[src/rtl/fft_dif_stage1.sv]
// First radix-2 DIF butterfly stage of an 8-point FFT: buffers x[0..3], emits
// A[n]=x[n]+x[n+4] as x[n+4] arrives, then drains B[n]=x[n]-x[n+4].
module fft_dif_stage1 #(
   parameter int SCALE = 0,
   parameter int DW    = 16
) (
   input  logic          clk,
   input  logic          rst,
   input  logic          in_valid,
   output logic          in_ready,
   input  logic [DW-1:0] in_re,
   input  logic [DW-1:0] in_im,
   output logic          out_valid,
   output logic [DW-1:0] out_re,
   output logic [DW-1:0] out_im,
   output logic [2:0]    out_idx,
   output logic          out_last
);

   typedef enum logic [1:0] {FILL, BFLY, DRAIN} state_t;

   state_t state, state_nxt;
   logic [1:0] cnt;
   logic accept;

   logic signed [DW-1:0] buf_re [4];
   logic signed [DW-1:0] buf_im [4];
   logic signed [DW-1:0] diff_re [4];
   logic signed [DW-1:0] diff_im [4];

   logic signed [DW:0] sum_re, sum_im, dif_re, dif_im;

   // Reduce a DW+1 bit butterfly result back to DW bits: halve (floor) or clamp.
   function automatic logic signed [DW-1:0] fold(input logic signed [DW:0] v);
      if (SCALE != 0)
         fold = v[DW:1];
      else if (v[DW] != v[DW-1])
         fold = v[DW] ? {1'b1, {(DW-1){1'b0}}} : {1'b0, {(DW-1){1'b1}}};
      else
         fold = v[DW-1:0];
   endfunction

   assign sum_re = {buf_re[cnt][DW-1], buf_re[cnt]} + {in_re[DW-1], in_re};
   assign sum_im = {buf_im[cnt][DW-1], buf_im[cnt]} + {in_im[DW-1], in_im};
   assign dif_re = {buf_re[cnt][DW-1], buf_re[cnt]} - {in_re[DW-1], in_re};
   assign dif_im = {buf_im[cnt][DW-1], buf_im[cnt]} - {in_im[DW-1], in_im};

   always_ff @(posedge clk or posedge rst) begin
      if (rst)
         state <= FILL;
      else
         state <= state_nxt;
   end

   always_comb begin
      state_nxt = state;
      case (state)
         FILL:    if (accept && cnt == 2'd3) state_nxt = BFLY;
         BFLY:    if (accept && cnt == 2'd3) state_nxt = DRAIN;
         DRAIN:   if (cnt == 2'd3) state_nxt = FILL;
         default: state_nxt = FILL;
      endcase
   end

   always_comb begin
      in_ready = (state != DRAIN);
      accept   = in_valid & in_ready;
   end

   // One counter serves all three phases; it wraps 3->0 exactly at each phase change.
   always_ff @(posedge clk or posedge rst) begin
      if (rst)
         cnt <= 2'd0;
      else if (accept || state == DRAIN)
         cnt <= cnt + 2'd1;
   end

   always_ff @(posedge clk or posedge rst) begin
      if (rst) begin
         for (int i = 0; i < 4; i++) begin
            buf_re[i]  <= '0;
            buf_im[i]  <= '0;
            diff_re[i] <= '0;
            diff_im[i] <= '0;
         end
      end else if (accept) begin
         if (state == FILL) begin
            buf_re[cnt] <= in_re;
            buf_im[cnt] <= in_im;
         end else if (state == BFLY) begin
            diff_re[cnt] <= fold(dif_re);
            diff_im[cnt] <= fold(dif_im);
         end
      end
   end

   // Output register: data/idx/last hold whenever nothing new is presented.
   always_ff @(posedge clk or posedge rst) begin
      if (rst) begin
         out_valid <= 1'b0;
         out_re    <= '0;
         out_im    <= '0;
         out_idx   <= 3'd0;
         out_last  <= 1'b0;
      end else begin
         out_valid <= 1'b0;
         if (accept && state == BFLY) begin
            out_valid <= 1'b1;
            out_re    <= fold(sum_re);
            out_im    <= fold(sum_im);
            out_idx   <= {1'b0, cnt};
            out_last  <= 1'b0;
         end else if (state == DRAIN) begin
            out_valid <= 1'b1;
            out_re    <= diff_re[cnt];
            out_im    <= diff_im[cnt];
            out_idx   <= {1'b1, cnt};
            out_last  <= (cnt == 2'd3);
         end
      end
   end

endmodule
[config.mk]
export PLATFORM = sky130hd
export DESIGN_NAME = fft_dif_stage1
export DESIGN_NICKNAME = d
export VERILOG_FILES = /design/src/rtl/fft_dif_stage1.sv
export SDC_FILE = /design/constraint.sdc
export NUM_CORES = 1
export LEC_CHECK = 0
export CORE_ASPECT_RATIO = 1.2
export CORE_MARGIN = 5
export CORE_UTILIZATION = 35
export DETAILED_ROUTE_END_ITERATION = 8
export SLEW_MARGIN = 20
export SYNTH_ARGS = -nofsm -noshare
export SYNTH_HDL_FRONTEND = slang
export SYNTH_SLANG_ARGS = --single-unit
[constraint.sdc]
create_clock -name clk -period 17 [get_ports clk]
set_input_delay 5.1 -clock clk [delete_from_list [all_inputs] [get_ports clk]]
set_output_delay 5.1 -clock clk [all_outputs]
set_load 0.1 [all_outputs]
==> run_results.csv, run 1 <==
group,metric,value,unit
logic_synthesis,ys_seq_area_share,45.4,%
detailed_routing,dr_wl_met2,19400,um
layout,layout_common_cells,"dfrtp_1 (295), nand2_1 (178), mux2_2 (129), o21ai_0 (120), clkdlybuf4s50_1 (72)",
min_path,hold_path_class,"reg2reg",
logic_synthesis,synth_area_per_cell,10.9,um2
timing,rsz0062_at_grt,"false",
logic_synthesis,syn_inst,1505,
detailed_routing,vias,11500,
timing,finalCritPeriodShare,47.5,%
clock_tree,clk_pin_slew,60,ps
floorplanning,start_util,35.5,%
layout,final_common_cell,"dfrtp_1",
timing,finalHoldViolations,0,
detailed_routing,top_layer,"met5",
floorplanning,die_y,247,um
logic_synthesis,synth_top_area_cell,"dfrtp_1",
clock_tree,clk_path_buf_depth,3,
outcome,outcome,"completed",
clock_tree,clock_sinks,297,
layout,drive_gt1_share,19.2,%
floorplanning,fp-row-count,86,
detailed_routing,wirelength,41100,um
global_routing,grt_pass1_wl,67000,um
timing,finalMaxSlewViolations,0,
critical_path,criticalPathCategory,"in2reg",
global_routing,grtUsageTotal,15.9,%
place,gp_congestion,0.886,
timing,hold_ws,477,ps
global_routing,grt_max_degree,86,
floorplanning,core_region_area,46200,um2
logic_synthesis,synth-seq-cells,297,
logic_synthesis,ys_warn_count,0,
detailed_routing,wl_met3,1690,um
floorplanning,pin_count,73,
clock_tree,cts-resized-gates,0,
detailed_routing,wl_met1,19200,um
layout,postLayoutCoreUtil,40.5,%
floorplanning,chipWidth,207,um
logic_synthesis,synth_edf_count,0,
clock_tree,ctsHoldBuffers,0,
clock_tree,clock-root-buffer,"clkbuf_16",
detailed_routing,vias_per_cell,5.29,
detailed_routing,route.detailed.drc,0,
layout,areaGrowthSynthToFinish,14.3,%
detailed_routing,first_iter_violations,782,
clock_tree,postCtsSetupRepairBufs,0,
detailed_routing,first_pass_iters,5,
flow_run,max_cap_violations,0,
floorplanning,dieArea,51200,um2
critical_path,critPathLaunchType,"input port",
logic_synthesis,async_flop_share,100,%
critical_path,crit_required,17460,ps
timing,clock_skew,12.0,ps
logic_synthesis,netlist_top_cells_area,"dfrtp_1 (45%), mux2_2 (8.9%), mux4_2 (8.8%)",
timing,setup_viol,0,
layout,nets,1644,
place,numPortBuffers,72,
detailed_routing,drt.antenna.violating_nets,0,
clock_tree,h-tree-depth,1,
place,dpl.hpwl,29000,um
logic_synthesis,yosysUniqueCellTypes,86,
clock_tree,worstSkewPairLatency,570,ps
timing,fmax,0.124,GHz
global_routing,grt_pass1_vias,11700,
logic_synthesis,ys.flop_type,"dfrtp_1",
logic_synthesis,syn_nets,1612,
global_routing,grt_antenna_before_repair,2,
clock_tree,cts_tree,"yes",
global_routing,grt.overflow.total,0,
clock_tree,cts_made_buffers,31,
critical_path,arrival,8530,ps
detailed_routing,post_drt_wl_per_cell,18.9,um
critical_path,critPathCaptureType,"flip-flop",
logic_synthesis,synth_area,16400,um2
timing,setup_tns,0,ps
timing,min_period,8070,ps
timing,worst_pin_slew,1060,ps
logic_synthesis,synth_top_area_share,45.4,%
timing,relSlewSlack,29.1,%
critical_path,critPathMaxFanout,12,
-- sequential cells by signal (all words and copies together) (netlist names) --
signal / cells
out_idx: 3
buf_re: 64
diff_re: 64
cnt: 2
out_valid: 1
buf_im: 64
diff_im: 64
state: 2
out_last: 1
out_re: 16
out_im: 16
-- final timing paths --
check / endpoint / slack [ps] / depth (start not counted) / startpoint
setup / recovery: out_im[3] / 8930 / 11 / in_im[2]
hold / removal: diff_re[62] / 480 / 2 / diff_re[62]
setup reg to reg: out_im[8] / 11740 / 12 / cnt[0]
hold reg to reg: diff_re[62] / 480 / 2 / diff_re[62]
max in group asynchronous: buf_re[33] / 9820 / 4 / rst
min in group asynchronous: diff_im[34] / 4960 / 2 / rst
-- critical path, cell delays in order --
cell             delay [ps]
clkdlybuf4s50_1         580
inv_1                    70
ha_1                    460
nor2_1                  100
o311ai_0                430
a2bb2oi_1               210
a21oi_1                 360
o21ai_0                 210
o21ai_1                 490
a31oi_1                 190
a221o_1                 310
-- synthesized netlist by cell type, types with 13 or more instances --
| cell type | count |
|---|---|
| mux2_2 | 129 |
| xnor2_1 | 33 |
| o22ai_1 | 15 |
| o21ai_0 | 120 |
| clkbuf_1 | 50 |
| nand2_1 | 178 |
| buf_2 | 18 |
| buf_1 | 17 |
| dfrtp_1 | 297 |
| inv_1 | 65 |
| a21oi_1 | 69 |
| nor2_1 | 66 |
| ha_1 | 68 |
| mux4_2 | 64 |
| mux2i_1 | 15 |
| o21ai_1 | 46 |
| nand2b_1 | 13 |
-- cell type report --
class	count	area, um2
fill	4392	27500
clock buffer	48	880
antenna	1	2.50
tap	616	771
clock inverter	8	194
sequential	297	7440
inverter	66	255
multi-input combinational	1052	8320
timing repair buffer	89	852
-- metal layers --
| layer | GRT usage [%] | up-vias |
|---|---|---|
| met5 | 0 | - |
| li1 | - | 5438 |
| met4 | 4.45 | 2 |
| met2 | 26.0 | 233 |
| met1 | 22.6 | 5797 |
| met3 | 1.84 | 56 |
-- cell families after synthesis --
| logic type | after synthesis | share of synthesized area (%) |
|---|---|---|
| multiplexers | 208 | 18.6 |
| flip-flops | 297 | 45.4 |
| adder cells (fa/ha/maj) | 75 | 5.87 |
| AO/OA/AOI/OAI | 362 | 13.7 |
| AND/OR/NAND/NOR | 365 | 10.4 |
| XOR/XNOR | 42 | 2.25 |
| buffers and inverters | 156 | 3.86 |
-- metrics by stage --
| step | worst slack [ps] | area [um2] | instances |
|---|---|---|---|
| 2_1_floorplan | 3700 | 16400 | 1505 |
| 3_3_place_gp | 8460 | 17600 | 2120 |
| 3_5_place_dp | 8330 | 17600 | 2120 |
| 4_1_cts | 8940 | 18700 | 2176 |
| 5_1_grt | 8580 | 18700 | 2177 |
| 6_report | 8930 | 18700 | 2177 |
Power of run 1 is left out: the tool's default activity adds up to more than one toggle a clock period on the data nets, which glitch-free logic cannot reach.
==> inputs of run 2 (changes only) <==
clock period = 7.43 ns   (was 17 ns; I/O delays follow)
==> run 2 against run 1 <==
Effect of this change:
- utilization fell by 0.076 points
- first-iteration DRC count rose by 12%
- worst setup slack got worse by 6800 ps
- cell count did not move
- count of clock-buffer cells in the layout fell by 2
- global-route usage barely moved
- clock skew rose by 10 ps
- non-clock buffer count did not move
- cell area fell by 0.19%
==> run_results.csv, run 2 (synthesis results as in run 1) <==
group,metric,value,unit
clock_tree,cts-resized-gates,0,
timing,relSlewSlack,26.7,%
critical_path,crit_required,7860,ps
layout,layout_common_cells,"dfrtp_1 (295), nand2_1 (178), mux2_2 (129), o21ai_0 (120), clkdlybuf4s50_1 (72)",
global_routing,grt_antenna_before_repair,2,
floorplanning,dieArea,51200,um2
clock_tree,h-tree-depth,1,
timing,worst_pin_slew,1100,ps
place,dpl.hpwl,28600,um
clock_tree,postCtsSetupRepairBufs,0,
critical_path,critPathLaunchType,"input port",
detailed_routing,vias_per_cell,5.25,
detailed_routing,post_drt_wl_per_cell,18.8,um
critical_path,critPathCaptureType,"flip-flop",
critical_path,arrival,5690,ps
clock_tree,clock-root-buffer,"clkbuf_16",
timing,rsz0062_at_grt,"false",
global_routing,grt_pass1_wl,67300,um
timing,clock_skew,22.4,ps
layout,nets,1644,
detailed_routing,first_iter_violations,875,
timing,min_period,5260,ps
outcome,outcome,"completed",
clock_tree,clk_path_buf_depth,3,
place,preCtsSetupSlack,1600,ps
floorplanning,core_region_area,46200,um2
detailed_routing,wirelength,40900,um
layout,drive_gt1_share,19.6,%
flow_run,max_cap_violations,0,
layout,final_common_cell,"dfrtp_1",
timing,setup_tns,0,ps
place,gp_congestion,0.854,
floorplanning,start_util,35.5,%
detailed_routing,first_pass_iters,7,
detailed_routing,drt.antenna.violating_nets,0,
clock_tree,ctsHoldBuffers,0,
floorplanning,fp-row-count,86,
timing,finalMaxSlewViolations,0,
detailed_routing,vias,11400,
floorplanning,pin_count,73,
timing,fmax,0.190,GHz
layout,design_area,18700,um2
timing,setup_viol,0,
global_routing,grt_max_degree,122,
global_routing,grtUsageTotal,15.9,%
timing,finalHoldViolations,0,
clock_tree,worstSkewPairLatency,600,ps
layout,areaGrowthSynthToFinish,14.0,%
floorplanning,die_y,247,um
timing,finalWorstSetupSlack,2170,ps
place,numPortBuffers,72,
clock_tree,clock_sinks,297,
clock_tree,clk_pin_slew,60,ps
critical_path,criticalPathCategory,"in2reg",
layout,n_fill_cell,4400,
global_routing,grt.overflow.total,0,
timing,finalCritPeriodShare,70.8,%
clock_tree,cts_made_buffers,31,
global_routing,grt_pass1_vias,11900,
place,place_area,17600,um2
detailed_routing,route.detailed.drc,0,
critical_path,critPathMaxFanout,13,
clock_tree,cts_tree,"yes",
min_path,hold_path_class,"reg2reg",
floorplanning,chipWidth,207,um
-- run 2: path summary, 6_finish.rpt --
kind,to,startpoint,cells after the start,slack [ps]
hold / removal,diff_im[7],diff_im[7],2,480
min in group asynchronous,diff_im[32],rst,2,2130
hold reg to reg,diff_im[7],diff_im[7],2,480
setup / recovery,out_re[3],in_re[4],10,2170
setup reg to reg,out_im[8],cnt[0],11,2560
max in group asynchronous,cnt[1],rst,3,3930
-- run 2: routing by layer --
layer,vias to the layer above,share of wire [%],GRT usage [%],wire [um]
li1,5440,-,-,-
met1,5765,47,22.7,19400
met2,193,47,26.3,19400
met3,38,3.7,1.88,1500
met4,0,1.4,3.48,592
met5,-,0,0,0
-- run 2: stage by stage --
stage          util [%]  hold slack (ps)  std cells
3_3_place_gp       38.2              456       2120
4_1_cts            40.4              480       2175
3_5_place_dp       38.2              465       2120
5_1_grt            40.4              503       2176
2_1_floorplan         -              445       1505
6_report           40.5              476       2177
-- run 2: cell type report --
type                            instances  area, um2  area share [%]
Multi-Input combinational cell       1052       8320            44.5
Sequential cell                       297       7440            39.8
Clock buffer                           46        912            4.88
Timing Repair Buffer                   89        865            4.63
Tap cell                              616        771            4.13
Inverter                               66        251            1.35
Clock inverter                          9        114           0.610
Antenna cell                            2       5.00          0.0268
-- run 2: critical path, stage by stage --
cell             delay (ps)
clkdlybuf4s50_1         590
inv_1                    70
ha_1                    480
nor2_1                  130
a2111oi_2               540
nor4b_2                 130
nor4_1                  330
o21ai_1                 220
o21ai_1                 760
o22ai_1                 200
Power of run 2 is left out for the same reason.
==> inputs of run 3 (changes only) <==
clock period = 5.07 ns   (was 7.43 ns; I/O delays follow)
==> run 3 against run 2 <==
Effect of this change:
- register-to-register slack got worse by 1800 ps
- die area did not move
- global-route usage rose by 0.45 points
- count of clock-buffer cells in the layout fell by 4
- critical path depth rose by 2
- cell area rose by 2.7%
- utilization rose by 1.1 points
- highest routed layer is now met5
==> run_results.csv, run 3 (synthesis results as in run 1) <==
group,metric,value,unit
clock_tree,clk_pin_slew,60,ps
timing,setup_viol,0,
critical_path,reg2reg_setup_slack,780,ps
outcome,outcome,"completed",
detailed_routing,vias,11700,
critical_path,reg2reg_depth,11,
floorplanning,die_y,247,um
detailed_routing,wirelength,42000,um
global_routing,grtUsageTotal,16.4,%
global_routing,grt_antenna_before_repair,3,
critical_path,cpPeakStageDelay,620,ps
clock_tree,cts_made_buffers,31,
clock_tree,worstSkewPairLatency,570,ps
critical_path,criticalPathCategory,"in2reg",
floorplanning,pin_count,73,
layout,final_cells,2229,
critical_path,critPathLaunchType,"input port",
global_routing,grt_pass1_wl,68800,um
clock_tree,h-tree-depth,1,
layout,final_common_cell,"dfrtp_1",
timing,rsz0062_at_grt,"false",
layout,areaGrowthSynthToFinish,17.1,%
timing,hold_ws,472,ps
min_path,holdPathEnd,"diff_im[31]",
layout,layout_common_cells,"dfrtp_1 (295), nand2_1 (178), mux2_2 (129), o21ai_0 (120), clkdlybuf4s50_1 (72)",
timing,finalHoldViolations,0,
timing,finalMaxSlewViolations,0,
clock_tree,postCtsSetupRepairBufs,0,
detailed_routing,route.detailed.drc,0,
critical_path,critPathSlowestCell,"clkdlybuf4s50_1",
global_routing,grt_max_degree,76,
clock_tree,ctsHoldBuffers,0,
critical_path,path_buf_inv,3,
floorplanning,start_util,35.5,%
min_path,min_from,"diff_im[31]",
flow_run,max_cap_violations,0,
detailed_routing,vias_per_cell,5.24,
clock_tree,clk_path_buf_depth,3,
critical_path,arrival,4940,ps
floorplanning,dieArea,51200,um2
layout,n_fill_cell,4351,
layout,design_area,19200,um2
detailed_routing,post_drt_wl_per_cell,18.9,um
critical_path,critPathCaptureType,"flip-flop",
place,dpl.hpwl,30000,um
timing,relSlewSlack,31.6,%
clock_tree,cts-resized-gates,0,
critical_path,crit_required,5540,ps
timing,min_period,4470,ps
min_path,hold_path_class,"reg2reg",
timing,finalCritPeriodShare,88.2,%
layout,postLayoutCoreUtil,41.5,%
clock_tree,clock_sinks,297,
detailed_routing,first_iter_violations,798,
critical_path,critPathMaxFanout,14,
timing,clock_skew,10.5,ps
layout,drive_gt1_share,22.1,%
detailed_routing,first_pass_iters,6,
timing,worst_pin_slew,1020,ps
floorplanning,chipWidth,207,um
clock_tree,clock-root-buffer,"clkbuf_16",
layout,nets,1694,
place,numPortBuffers,72,
place,place_area,18100,um2
critical_path,r2r_start,"cnt[0]",
critical_path,worstReg2RegEnd,"out_im[8]",
floorplanning,fp-row-count,86,
global_routing,grt.overflow.total,0,
detailed_routing,drt.antenna.violating_nets,0,
critical_path,crit_chain,"clkdlybuf4s50_1 -> inv_1 -> ha_1 -> buf_4 -> o21a_1 -> o2111ai_1 -> o21bai_2 -> a21oi_1 -> nor2_1 -> a31oi_2 -> o21ai_0 -> o21ai_0",
floorplanning,core_region_area,46200,um2
place,dp.cells,2170,
min_path,min_path_cells,2,
critical_path,crit_top_cell,"o21ai_0",
clock_tree,cts_tree,"yes",
place,gp_congestion,0.856,
critical_path,cp_top_family,"compound AO/OA/AOI/OAI gates",
timing,fmax,0.224,GHz
global_routing,grt_pass1_vias,12100,
## run 3: final cells by class
cell class / count / area [um2] / area share (%)
sequential: 297 / 7440 / 38.8
timing repair buffer: 139 / 1270 / 6.64
clock inverter: 15 / 267 / 1.39
multi-input combinational: 1052 / 8320 / 43.4
clock buffer: 42 / 847 / 4.42
inverter: 66 / 251 / 1.31
antenna: 2 / 5.00 / 0.0261
tap: 616 / 771 / 4.02
## run 3: worst max path at each step
stage,startpoint,to,slack (ps),depth (start not counted)
2_1_floorplan,rst,buf_im[0],-400,1
3_5_place_dp,in_re[0],diff_re[33],60,12
5_1_grt,in_re[6],diff_re[49],370,12
4_1_cts,in_re[0],diff_re[33],630,12
3_3_place_gp,in_re[0],diff_re[33],170,12
6_report,in_re[6],diff_re[49],600,12
## run 3: metrics by stage
| stage | setup TNS (ps) | setup slack (ps) |
|---|---|---|
| 6_report | 0 | 598 |
| 3_5_place_dp | 0 | 58.8 |
| 2_1_floorplan | -117640 | -396 |
| 5_1_grt | 0 | 368 |
| 4_1_cts | 0 | 628 |
| 3_3_place_gp | 0 | 172 |
## run 3: worst register-to-register path, cell delays in order (launching register included)
cell and delay, ps:
dfrtp_4 560, buf_4 270, mux4_2 570, ha_1 490, nor2_1 110, o311ai_0 450
a2bb2oi_1 220, a21oi_1 390, o221ai_1 240, o211ai_1 480, a21oi_1 100, a221o_1 300
## run 3: routing by layer
metal | GRT usage (%) | vias up | wire length [um]
li1 | - | 5547 | -
met1 | 22.5 | 5858 | 19200
met2 | 27.7 | 223 | 20200
met3 | 1.88 | 56 | 1610
met4 | 4.49 | 2 | 1030
met5 | 0 | - | 11
Power of run 3 is left out for the same reason.
